<file path="src/rtl/free_list.sv">
// rtl/free_list.sv - physical-register free list for the rename stage
// Circular buffer with speculative head, retire-time arch_head and push tail.
module free_list #(
   parameter int PHY_REGS     = 64,
   parameter int ARCH_REGS    = 32,
   parameter int WIDTH        = 2,
   parameter int RETIRE_WIDTH = 2,
   localparam int PHY_W       = $clog2(PHY_REGS),
   localparam int N           = PHY_REGS - ARCH_REGS,
   localparam int IDX_W       = $clog2(N),
   localparam int PTR_W       = IDX_W + 1
) (
   input  logic                                 clock,
   input  logic                                 reset,
   input  logic [WIDTH-1:0]                     alloc_req_i,
   output logic                                 alloc_ready_o,
   output logic [WIDTH-1:0][PHY_W-1:0]          alloc_phy_o,
   input  logic [RETIRE_WIDTH-1:0]              retire_valid_i,
   input  logic [RETIRE_WIDTH-1:0]              retire_has_dst_i,
   input  logic [RETIRE_WIDTH-1:0][PHY_W-1:0]   retire_phy_old_i,
   input  logic                                 rewind_valid_i,
   output logic [PTR_W-1:0]                     free_count_o
);

   typedef logic [PHY_W-1:0] phy_reg_t;

   phy_reg_t                entries_q [N];
   logic [PTR_W-1:0]        head_q, head_d;
   logic [PTR_W-1:0]        arch_head_q, arch_head_d;
   logic [PTR_W-1:0]        tail_q, tail_d;
   logic [PTR_W-1:0]        count;
   logic [PTR_W-1:0]        alloc_cnt;
   logic [PTR_W-1:0]        ret_cnt;
   logic [PTR_W-1:0]        rd_ptr [WIDTH];
   logic [PTR_W-1:0]        wr_ptr [RETIRE_WIDTH];
   logic [RETIRE_WIDTH-1:0] wr_en;
   logic                    alloc_fire;

   // Wrap bit in the pointer MSB lets tail - head separate empty (0) from full (N).
   assign count         = tail_q - head_q;
   assign free_count_o  = count;
   assign alloc_ready_o = (count >= PTR_W'(WIDTH)) && !rewind_valid_i;
   assign alloc_fire    = alloc_ready_o && (|alloc_req_i);
   assign wr_en         = retire_valid_i & retire_has_dst_i;

   always_comb begin
      alloc_cnt = '0;
      for (int k = 0; k < WIDTH; k++) begin
         rd_ptr[k]      = head_q + alloc_cnt;
         alloc_phy_o[k] = entries_q[rd_ptr[k][IDX_W-1:0]];
         if (alloc_req_i[k]) alloc_cnt = alloc_cnt + PTR_W'(1);
      end
   end

   always_comb begin
      ret_cnt = '0;
      for (int j = 0; j < RETIRE_WIDTH; j++) begin
         wr_ptr[j] = tail_q + ret_cnt;
         if (wr_en[j]) ret_cnt = ret_cnt + PTR_W'(1);
      end
      tail_d      = tail_q + ret_cnt;
      arch_head_d = arch_head_q + ret_cnt;
      head_d      = head_q;
      // Rewind lands on the post-retire arch_head so same-cycle retires stay committed.
      if (rewind_valid_i)  head_d = arch_head_d;
      else if (alloc_fire) head_d = head_q + alloc_cnt;
   end

   always_ff @(posedge clock) begin
      if (reset) begin
         for (int i = 0; i < N; i++) entries_q[i] <= phy_reg_t'(ARCH_REGS + i);
         head_q      <= '0;
         arch_head_q <= '0;
         tail_q      <= PTR_W'(N);
      end else begin
         for (int j = 0; j < RETIRE_WIDTH; j++) begin
            if (wr_en[j]) entries_q[wr_ptr[j][IDX_W-1:0]] <= retire_phy_old_i[j];
         end
         head_q      <= head_d;
         arch_head_q <= arch_head_d;
         tail_q      <= tail_d;
      end
   end

   always_ff @(posedge clock) begin
      if (!reset) begin
         assert (count <= PTR_W'(N));
         assert (!alloc_fire || (alloc_cnt <= count));
         assert (PTR_W'(head_q - arch_head_q) <= PTR_W'(N));
      end
   end

endmodule

</file>
<file path="config.mk">
export PLATFORM = sky130hd
export DESIGN_NAME = free_list
export DESIGN_NICKNAME = d
export VERILOG_FILES = /design/src/rtl/free_list.sv
export SDC_FILE = /design/constraint.sdc
export NUM_CORES = 1
export LEC_CHECK = 0
export ABC_AREA = 1
export CELL_PAD_IN_SITES_DETAIL_PLACEMENT = 0
export CELL_PAD_IN_SITES_GLOBAL_PLACEMENT = 1
export CORE_MARGIN = 1.5
export CORE_UTILIZATION = 44
export DETAILED_ROUTE_END_ITERATION = 7
export DONT_BUFFER_PORTS = 1
export PLACE_DENSITY = 0.88
export SETUP_SLACK_MARGIN = 0.5
export SLEW_MARGIN = 40
export SYNTH_ARGS = -nofsm -noshare
export SYNTH_HDL_FRONTEND = slang
export SYNTH_SLANG_ARGS = --single-unit
</file>
<file path="constraint.sdc">
create_clock -name clock -period 2.5 [get_ports clock]
set_input_delay 0.5 -clock clock [delete_from_list [all_inputs] [get_ports clock]]
set_output_delay 0.5 -clock clock [all_outputs]
set_load 0.03 [all_outputs]
</file>
==> results of run 1 <==
[synth_stat cells (2+ instances only)]
library cell  number  share of area
nand2_1          150          0.040
nor3_4             6         0.0069
fa_1               4         0.0056
o21ai_0          377           0.13
o21ai_1           91          0.032
xor2_1             7         0.0043
inv_1            171          0.045
nand3_1          208          0.073
buf_6              5         0.0040
nand3_2            3         0.0021
buf_1             20         0.0053
nand3b_1           7         0.0037
inv_2              4         0.0011
dfxtp_1           23          0.032
buf_2             29          0.010
edfxtp_1         192           0.41
a31oi_1            3         0.0013
nor2_1           283          0.075
o221ai_1          35          0.022
o22ai_1           14         0.0062
nor3_1            11         0.0039
ha_1              18          0.016
o211ai_1          39          0.021
clkbuf_1          93          0.025
a21oi_1           35          0.012
xor2_4             2         0.0039
nand4_1            3         0.0013
clkinv_1           2        0.00053
[kinds of logic after synthesis]
kind of cell	count (synthesis)	synth area share
simple gates	675	0.209
compound gates	595	0.228
buf+inv	326	0.0920
flops	215	0.439
fa+ha+maj	22	0.0215
xor+xnor	11	0.0108
[how the worst max path moves through the flow]
| stage | startpoint | endpoint | slack (ps) | cells after the start |
|---|---|---|---|---|
| floorplan | alloc_req_i[0] | alloc_phy_o[10] | 90 | 11 |
| global placement | alloc_req_i[0] | alloc_phy_o[7] | -240 | 8 |
| detailed placement | alloc_req_i[0] | alloc_phy_o[7] | -220 | 8 |
| CTS | head_q[0] | alloc_phy_o[9] | -470 | 10 |
| global route | head_q[0] | alloc_phy_o[7] | -600 | 12 |
| finish | head_q[0] | alloc_phy_o[7] | -550 | 12 |
[power groups by stage]
stage	Combinational, mW	Sequential, mW	Clock [mW]
3_3_place_gp	3.51	4.19	0
5_1_grt	5.29	4.15	3.28
2_1_floorplan	2.36	4.12	0
4_1_cts	4.40	4.13	3.13
6_report	5.02	4.15	3.18
3_5_place_dp	3.52	4.19	0
[per-stage QoR]
stage | util | TNS, ps | power, mW | area [um^2] | hold WS (ps)
finish | 0.632 | -5130 | 12.3 | 20000 | 33.4
global route | 0.632 | -6170 | 12.7 | 20000 | 26.1
CTS | 0.591 | -4400 | 11.7 | 18700 | 35.4
detailed placement | 0.515 | -4110 | 7.70 | 16300 | 470
global placement | 0.515 | -2370 | 7.69 | 16300 | 462
floorplan | - | 0 | 6.48 | 15200 | 461
[routing by layer]
layer,global-route usage,share of wire,wire (um)
met3,0.0866,0.15,9430
met2,0.516,0.42,25800
met4,0.131,0.054,3370
met1,0.507,0.38,23300
met5,0,0,0
[registers in the layout, summed over array words and instances, names as in the netlist, named ones only]
register	count
arch_head_q	6
entries_q	192
head_q	6
tail_q	6
[what timing repair did]
action	in CTS	in global routing
endpoints found under the setup margin	414	414
pin swaps	106	123
resized for setup	319	275
cloned	19	11
buffers inserted	23	19
[final cells by class]
type | count | share of cell area
repair buffers | 221 | 0.140
clock inverters | 13 | 0.00432
flip-flops and latches | 215 | 0.312
repair inverters | 2 | 0.00125
multi-input cells | 1309 | 0.451
inverters | 178 | 0.0359
clock buffers | 27 | 0.0295
well taps | 402 | 0.0251
[worst register-to-register path, delay by kind of cell (launching register included)]
kind          cells  cell delay [ps]
fa+ha+maj         2              560
buf+inv           4              320
flops             1              350
simple gates     11             1060
==> out/metrics.csv, run 1 <==
metric,value,unit
status,"complete, but fails checks",
violations,setup timing,
antenna_cells,0,
worstPathCellList,ha_4 -> ha_4 -> buf_12 -> clkbuf_16 -> clkbuf_16 -> nor2_2 -> o21ai_1 -> o21ai_1 -> o211ai_1 -> nand2_1 -> nand2_2 -> o21ai_4,
cts_buffer_depth,3,
wl_per_cell,26.1,um
reg2reg_slack,130,ps
p_sw,4.50,mW
layout_commonest_cell,nor2_1,
worstPathArrival,2550,ps
layout-drive-gt1-share,0.340,
p_clk_frac,0.257,
wirelength,61900,um
fmax,328,MHz
ff2ff_path_depth,17,
vdd_drop_max,0.421,mV
synth_area_per_cell,7.69,um^2
first_global_vias,13453,
finalWorstPathRequiredPeriod,3050,ps
setup_slack,-548,ps
via_per_inst,6.51,
worstSetupPathType,register to output port,
drv_cap,0,
synth_fp_nets,1887,
netSwitchingFraction,0.364,
crit_fanout,7,
cpMaxStageDelayCell,dfxtp_2,
fp.dieH,182,um
track_usage,0.354,
clock_latency,520,ps
reg2reg_from,head_q[0],
final_nets,1992,
post_synth_num_cell_types,37,
grt_pass1_wl,87100,um
startpoint_type,register,
holdBufCountCts,0,
multi_input_area,9030,um^2
slew_violations,0,
synth_edf_count,192,
cpPeakStageDelay,330,ps
synth-seq-cells,215,
yosysSeqAreaShare,0.439,
rows,65,
cts_buffers,22,
cts_sinks,215,
relSlewSlack,0.504,
period_share,1.22,
end_kind,output port,
crit_family,compound AO/OA/AOI/OAI gates,
cts-root-buf,clkbuf_16,
setup_viol,16,
grt.overflow.total,0,
fp.dieW,182,um
hpwl,40500,um
vias,15398,
start_util,0.448,
worst_clock_skew,18.5,ps
layout_common_cells,"nor2_1 (248), o21ai_0 (200), edfxtp_1 (192), o21ai_1 (166), inv_1 (148)",
syn_area,14200,um^2
yosys_warnings,0,
rsz0062_at_grt,true,
synthFlopType,edfxtp_1,
postRouteAntennaNets,0,
pre_cts_slack,-225,ps
htree_levels,1,
clkTransAtPathRegs,70,ps
worstPathRequired,2000,ps
p_comb_frac,0.407,
placed_cells,2255,
whs_endpoint,tail_q[0],
grt_max_degree,43,
die_area,33300,um^2
intPower,7.85,mW
io_buffers,0,
regArea,6250,um^2
worstMarginPinSlew,743,ps
drt_pre_antenna_iters,6,
power.density,617,nW/um^2
core_area,31600,um^2
drc_errors,0,
antenna_found_initial,0,
holdPathStages,1,
worst-path-buf-inv,3,
gp_congestion,1.03,
pwr-share-seq,0.336,
hold_path.startpoint,reset,
cts_tree,built,
num_io_pins,40,
hold_viol_final,0,
fin_cells,2367,
leakage,6.69,nW
ys_async_sr_fraction,0,
syn_inst,1844,
fill_cells,2463,
areaGrowthSynthToFinish,41.2,%
drtIter0Drc,2530,
worstHoldPathType,primary input to register,
No activity file was read; power rests on OpenSTA's default activity.
==> inputs of run 2 (changes only) <==
--- a/config.mk
+++ b/config.mk
@@ -9,10 +9,10 @@
 export CELL_PAD_IN_SITES_DETAIL_PLACEMENT = 0
 export CELL_PAD_IN_SITES_GLOBAL_PLACEMENT = 1
 export CORE_MARGIN = 1.5
-export CORE_UTILIZATION = 44
+export CORE_UTILIZATION = 45
 export DETAILED_ROUTE_END_ITERATION = 7
 export DONT_BUFFER_PORTS = 1
-export PLACE_DENSITY = 0.88
+export PLACE_DENSITY = 0.87
 export SETUP_SLACK_MARGIN = 0.5
 export SLEW_MARGIN = 40
 export SYNTH_ARGS = -nofsm -noshare
==> constraint.sdc (replaced) <==
create_clock -name clock -period 3.96 [get_ports clock]
set_input_delay 0.792 -clock clock [delete_from_list [all_inputs] [get_ports clock]]
set_output_delay 0.792 -clock clock [all_outputs]
set_load 0.03 [all_outputs]
==> run 2 against run 1 <==
The flow now finishes without violations. Register-to-register slack improved by 800 ps. Final area shrank 22%. Clock power decreased by 28%. Global-route usage down 2.7 points. Routed wire length down 13%. Combinational power is 55% lower. Total power is 42% lower. Final cell count is 7.1% lower. Via count down 8.4%. Critical endpoint is now alloc_phy_o[6].
==> out/metrics.csv, run 2 (synthesis gave the netlist of run 1 again) <==
metric,value,unit,change
period_share,0.877,,
wirelength,53900,um,-13%
core_area,30800,um^2,-2.6%
layout-drive-gt1-share,0.0848,,-0.256
grt_pass1_wl,80200,um,-7.9%
fp.dieH,180,um,-1.1%
reg2reg_from,tail_q[1],,
postPlaceCellArea,14500,um^2,-11%
track_usage,0.327,,-0.0272
io_buffers,0,,unchanged
fp.dieW,180,um,-1.1%
cts_buffer_depth,3,,unchanged
fmax,288,MHz,
clock_latency,540,ps,+20 ps
first_global_vias,12868,,-4.3%
worstSetupPathType,register to output port,,
hpwl,35800,um,-12%
startpoint_type,register,,
drt_pre_antenna_iters,6,,unchanged
holdBufCountCts,0,,unchanged
hold_viol_final,0,,unchanged
wl_per_cell,24.5,um,-6.2%
grt.overflow.total,0,,unchanged
antenna_found_initial,0,,unchanged
power.density,458,nW/um^2,-26%
final_nets,1829,,-8.2%
rows,64,,-1.5%
postRouteAntennaNets,0,,unchanged
relSlewSlack,0.406,,-0.0979
slew_violations,0,,unchanged
grt_max_degree,93,,+120%
cts_sinks,215,,unchanged
worstMarginPinSlew,890,ps,+147 ps
start_util,0.460,,+0.0117
drc_errors,0,,unchanged
ff2ff_path_depth,7,,-10
antenna_cells,0,,unchanged
whs_endpoint,tail_q[0],,
regMostFlops,entries_q,,
multi_input_area,6730,um^2,-25%
worstPathRequired,3170,ps,+1170 ps
areaGrowthSynthToFinish,10.3,%,
fill_cells,2868,,+16%
via_per_inst,6.41,,-1.4%
end_kind,output port,,
crit_fanout,8,,+1
worstSetupStartpoint,head_q[0],,
vias,14108,,-8.4%
worstHoldPathType,primary input to register,,
worst_clock_skew,10.0,ps,-8.51 ps
setup_viol,0,,-16
regArea,6230,um^2,-0.28%
holdPathStages,1,,unchanged
rsz0062_at_grt,true,,
vdd_drop_max,0.299,mV,-29%
drv_cap,0,,unchanged
largest_reg_flops,192,,unchanged
clkTransAtPathRegs,60,ps,about the same
finalWorstPathRequiredPeriod,3470,ps,
drtIter0Drc,2237,,-12%
cts_tree,built,,
reg2reg_slack,930,ps,+800 ps
die_area,32600,um^2,-2.2%
cts_buffers,25,,+14%
cts-root-buf,clkbuf_16,,
hold_path.startpoint,reset,,
worstPathArrival,2680,ps,+130 ps
setup_tns,0,ps,+5130 ps
leakage,5.10,nW,-24%
num_io_pins,40,,unchanged
fin_cells,2200,,-7.1%
status,finished clean,,
placed_cells,2141,,-5.1%
gp_congestion,0.939,,-9.0%
layout_commonest_cell,o21ai_0,,
layout_common_cells,"o21ai_0 (365), nor2_1 (282), nand3_1 (208), edfxtp_1 (192), inv_1 (158)",,
stdcell_area,15600,um^2,-22%
htree_levels,1,,unchanged
rr_endpoint,entries_q[13][3],,
## run 2: repair_timing
item / CTS / global route
setup endpoints to repair: 13 / 12
pin swaps: 6 / 11
cloned: 3 / 0
resized for setup: 28 / 21
setup buffers: 8 / 3
## run 2: worst max path at each step
stage / to / depth (start not counted) / slack (ps)
6_report: alloc_phy_o[6] / 11 / 490
5_1_grt: alloc_phy_o[10] / 10 / 440
4_1_cts: alloc_phy_o[10] / 11 / 450
3_5_place_dp: alloc_phy_o[10] / 10 / 280
3_3_place_gp: alloc_phy_o[6] / 11 / 270
2_1_floorplan: alloc_phy_o[10] / 11 / 430
## run 2: cell type report
cell class	instances	share of cell area
timing repair buffer	62	0.0436
clock inverter	13	0.00816
multi-input combinational	1303	0.431
inverter	178	0.0440
timing repair inverter	1	0.000480
clock buffer	32	0.0430
sequential	215	0.399
tap	396	0.0317
## run 2: critical path, stage by stage, from the launching register on
cell,delay [ps]
dfxtp_4,350
ha_4,160
ha_4,370
buf_12,160
clkinvlp_4,150
o21ai_1,110
o22ai_1,100
o211ai_1,360
nand2_1,90
nand2_1,90
o21ai_2,60
buf_6,140
## run 2: per-layer routing
| layer | wire length, um | vias up | GRT usage |
|---|---|---|---|
| met4 | 2450 | 0 | 0.142 |
| met3 | 7680 | 182 | 0.0796 |
| met2 | 23300 | 1050 | 0.496 |
| met5 | 0 | - | 0 |
| met1 | 20500 | 6550 | 0.444 |
| li1 | - | 6326 | - |
## run 2: where the power goes
group	leakage (nW)	switching (mW)	total, mW	internal, mW
sequential	1.78	0.0678	2.60	2.53
clock	0.384	0.959	2.29	1.33
combinational	2.94	1.53	2.27	0.745
## run 2: per-stage QoR
stage                     setup WS, ps  utilization  total power, mW  hold WS (ps)
after detailed placement           277        0.471             4.63           472
after global placement             266        0.471             4.62           463
after CTS                          449        0.505             7.02           316
after global routing               442        0.507             7.38           320
final                              488        0.507             7.16           326
after floorplan                    430            -             3.93           461
==> inputs of run 3 (changes only) <==
--- a/config.mk
+++ b/config.mk
@@ -10,6 +10,7 @@
 export CELL_PAD_IN_SITES_GLOBAL_PLACEMENT = 1
 export CORE_MARGIN = 1.5
 export CORE_UTILIZATION = 45
+export CTS_BUF_LIST = sky130_fd_sc_hd__clkbuf_8
 export DETAILED_ROUTE_END_ITERATION = 7
 export DONT_BUFFER_PORTS = 1
 export PLACE_DENSITY = 0.87
==> run 3 against run 2 <==
Clock skew grew 35 ps. Sequential power is essentially flat. Via count grew 1.0%. Worst setup slack lost 66 ps. Fmax shrank 1.9%. Clock power shrank 2%. Register-to-register slack is essentially flat. Utilization grew 0.47 points. Combinational power grew 4%. Total power grew 0.95%. Highest routed layer unchanged.
==> out/metrics.csv, run 3 (synthesis gave the netlist of run 1 again) <==
metric,value,unit,change
status,finished clean,,
grt.overflow.total,0,,unchanged
startpoint_type,register,,
rows,64,,unchanged
first_global_vias,13038,,+1.3%
cts_buffer_depth,3,,unchanged
areaGrowthSynthToFinish,11.4,%,
period_share,0.893,,+0.0167
worstPathCellList,ha_4 -> ha_4 -> buf_12 -> clkinvlp_4 -> o21ai_1 -> o22ai_1 -> o211ai_1 -> nand2_1 -> nand2_1 -> o21ai_2 -> buf_6,,
largest_reg_flops,192,,unchanged
grt_pass1_wl,80900,um,+0.90%
layout-drive-gt1-share,0.0989,,+0.0141
postRouteAntennaNets,0,,unchanged
clock_latency,590,ps,+50 ps
crit_fanout,7,,-1
track_usage,0.331,,+0.00415
worstSetupPathType,register to output port,,
htree_levels,2,,+1
final_util,0.512,,+0.00471
relSlewSlack,0.404,,-0.00211
fp.dieW,180,um,unchanged
layout_common_cells,"o21ai_0 (355), nor2_1 (280), nand3_1 (207), edfxtp_1 (192), inv_1 (173)",,
io_buffers,0,,unchanged
setup_slack,422,ps,-66.0 ps
cts-root-buf,clkbuf_8,,
fp.dieH,180,um,unchanged
cts_sinks,215,,unchanged
antenna_cells,0,,unchanged
setup_viol,0,,unchanged
power.density,458,nW/um^2,about the same
drt_pre_antenna_iters,7,,+1
layout_commonest_cell,o21ai_0,,
via_per_inst,6.37,,-0.59%
cts_tree,built,,
gp_congestion,0.939,,unchanged
grt_max_degree,93,,unchanged
placed_cells,2141,,unchanged
leakage,5.26,nW,+3.1%
drv_cap,0,,unchanged
vdd_drop_max,0.274,mV,-8.6%
end_kind,output port,,
setup_tns,0,ps,unchanged
num_io_pins,40,,unchanged
fmax,283,MHz,-1.9%
drtIter0Drc,2454,,+9.7%
holdBufCountCts,0,,unchanged
die_area,32600,um^2,unchanged
hold_viol_final,0,,unchanged
worstHoldPathType,primary input to register,,
clkTransAtPathRegs,60,ps,about the same
wl_per_cell,24.5,um,+0.10%
worstPathRequired,3170,ps,about the same
rsz0062_at_grt,true,,
crit_family,compound AO/OA/AOI/OAI gates,,
slew_violations,0,,unchanged
core_area,30800,um^2,unchanged
cpPeakStageDelay,370,ps,about the same
worst-path-buf-inv,3,,unchanged
hpwl,35800,um,unchanged
final_nets,1852,,+1.3%
drc_errors,0,,unchanged
fin_cells,2236,,+1.6%
pre_cts_slack,277,ps,unchanged
fill_cells,2893,,+0.87%
worstMarginPinSlew,893,ps,+3.16 ps
vias,14254,,+1.0%
start_util,0.460,,unchanged
worstPathArrival,2750,ps,+70 ps
finalWorstPathRequiredPeriod,3540,ps,+66.0 ps
antenna_found_initial,0,,unchanged
worst_clock_skew,44.7,ps,+34.7 ps
cpMaxStageDelayCell,ha_4,,
wirelength,54900,um,+1.7%
cts_buffers,40,,+60%
whs,304,ps,-22.6 ps
regMostFlops,entries_q,,
==> run 3: cell count changes in the layout (fill, tap and decap cells not counted), sizes merged <==
cell / change
clkbuf: +12
inv: +16
clkinvlp: -3
bufinv: +2
clkinv: +3
buf: +6
==> run 3: cell type report <==
class | count | area, um^2 | area share
clock inverters | 31 | 235 | 0.0149
clock buffers | 42 | 578 | 0.0366
repair inverters | 1 | 7.51 | 0.000476
well taps | 396 | 495 | 0.0314
inverters | 178 | 691 | 0.0438
repair buffers | 70 | 786 | 0.0498
flip-flops and latches | 215 | 6230 | 0.395
multi-input cells | 1303 | 6760 | 0.428
==> run 3: layer usage <==
metal / wire [um] / global-route usage
met1: 20900 / 0.452
met2: 23200 / 0.496
met3: 7950 / 0.0814
met4: 2890 / 0.152
met5: 0 / 0
==> run 3: path summary, 6_finish.rpt <==
kind / slack [ps] / to / cells after the start / from
max: 420 / alloc_phy_o[6] / 11 / head_q[0]
min: 300 / arch_head_q[5] / 1 / reset
max reg2reg: 940 / entries_q[8][1] / 7 / tail_q[1]
min reg2reg: 480 / arch_head_q[5] / 2 / arch_head_q[5]
==> run 3: what timing repair did <==
item	4_1_cts	5_1_grt
gates cloned	3	2
endpoints found under the hold margin	0	0
setup endpoints to repair	13	13
resized for setup	30	42
pin swaps	5	16
setup buffers	11	6
==> run 3: stage by stage <==
stage               total power, mW  instance area, um^2
floorplan                      3.93                14200
global placement               4.62                14500
detailed placement             4.63                14500
CTS                            7.00                15600
global route                   7.45                15800
finish                         7.22                15800
==> run 3: report_power, final <==
group	total (mW)	leakage, nW	switching [mW]	internal, mW
sequential	2.60	1.78	0.0702	2.53
clock	2.25	0.477	1.00	1.25
combinational	2.37	3.00	1.57	0.802
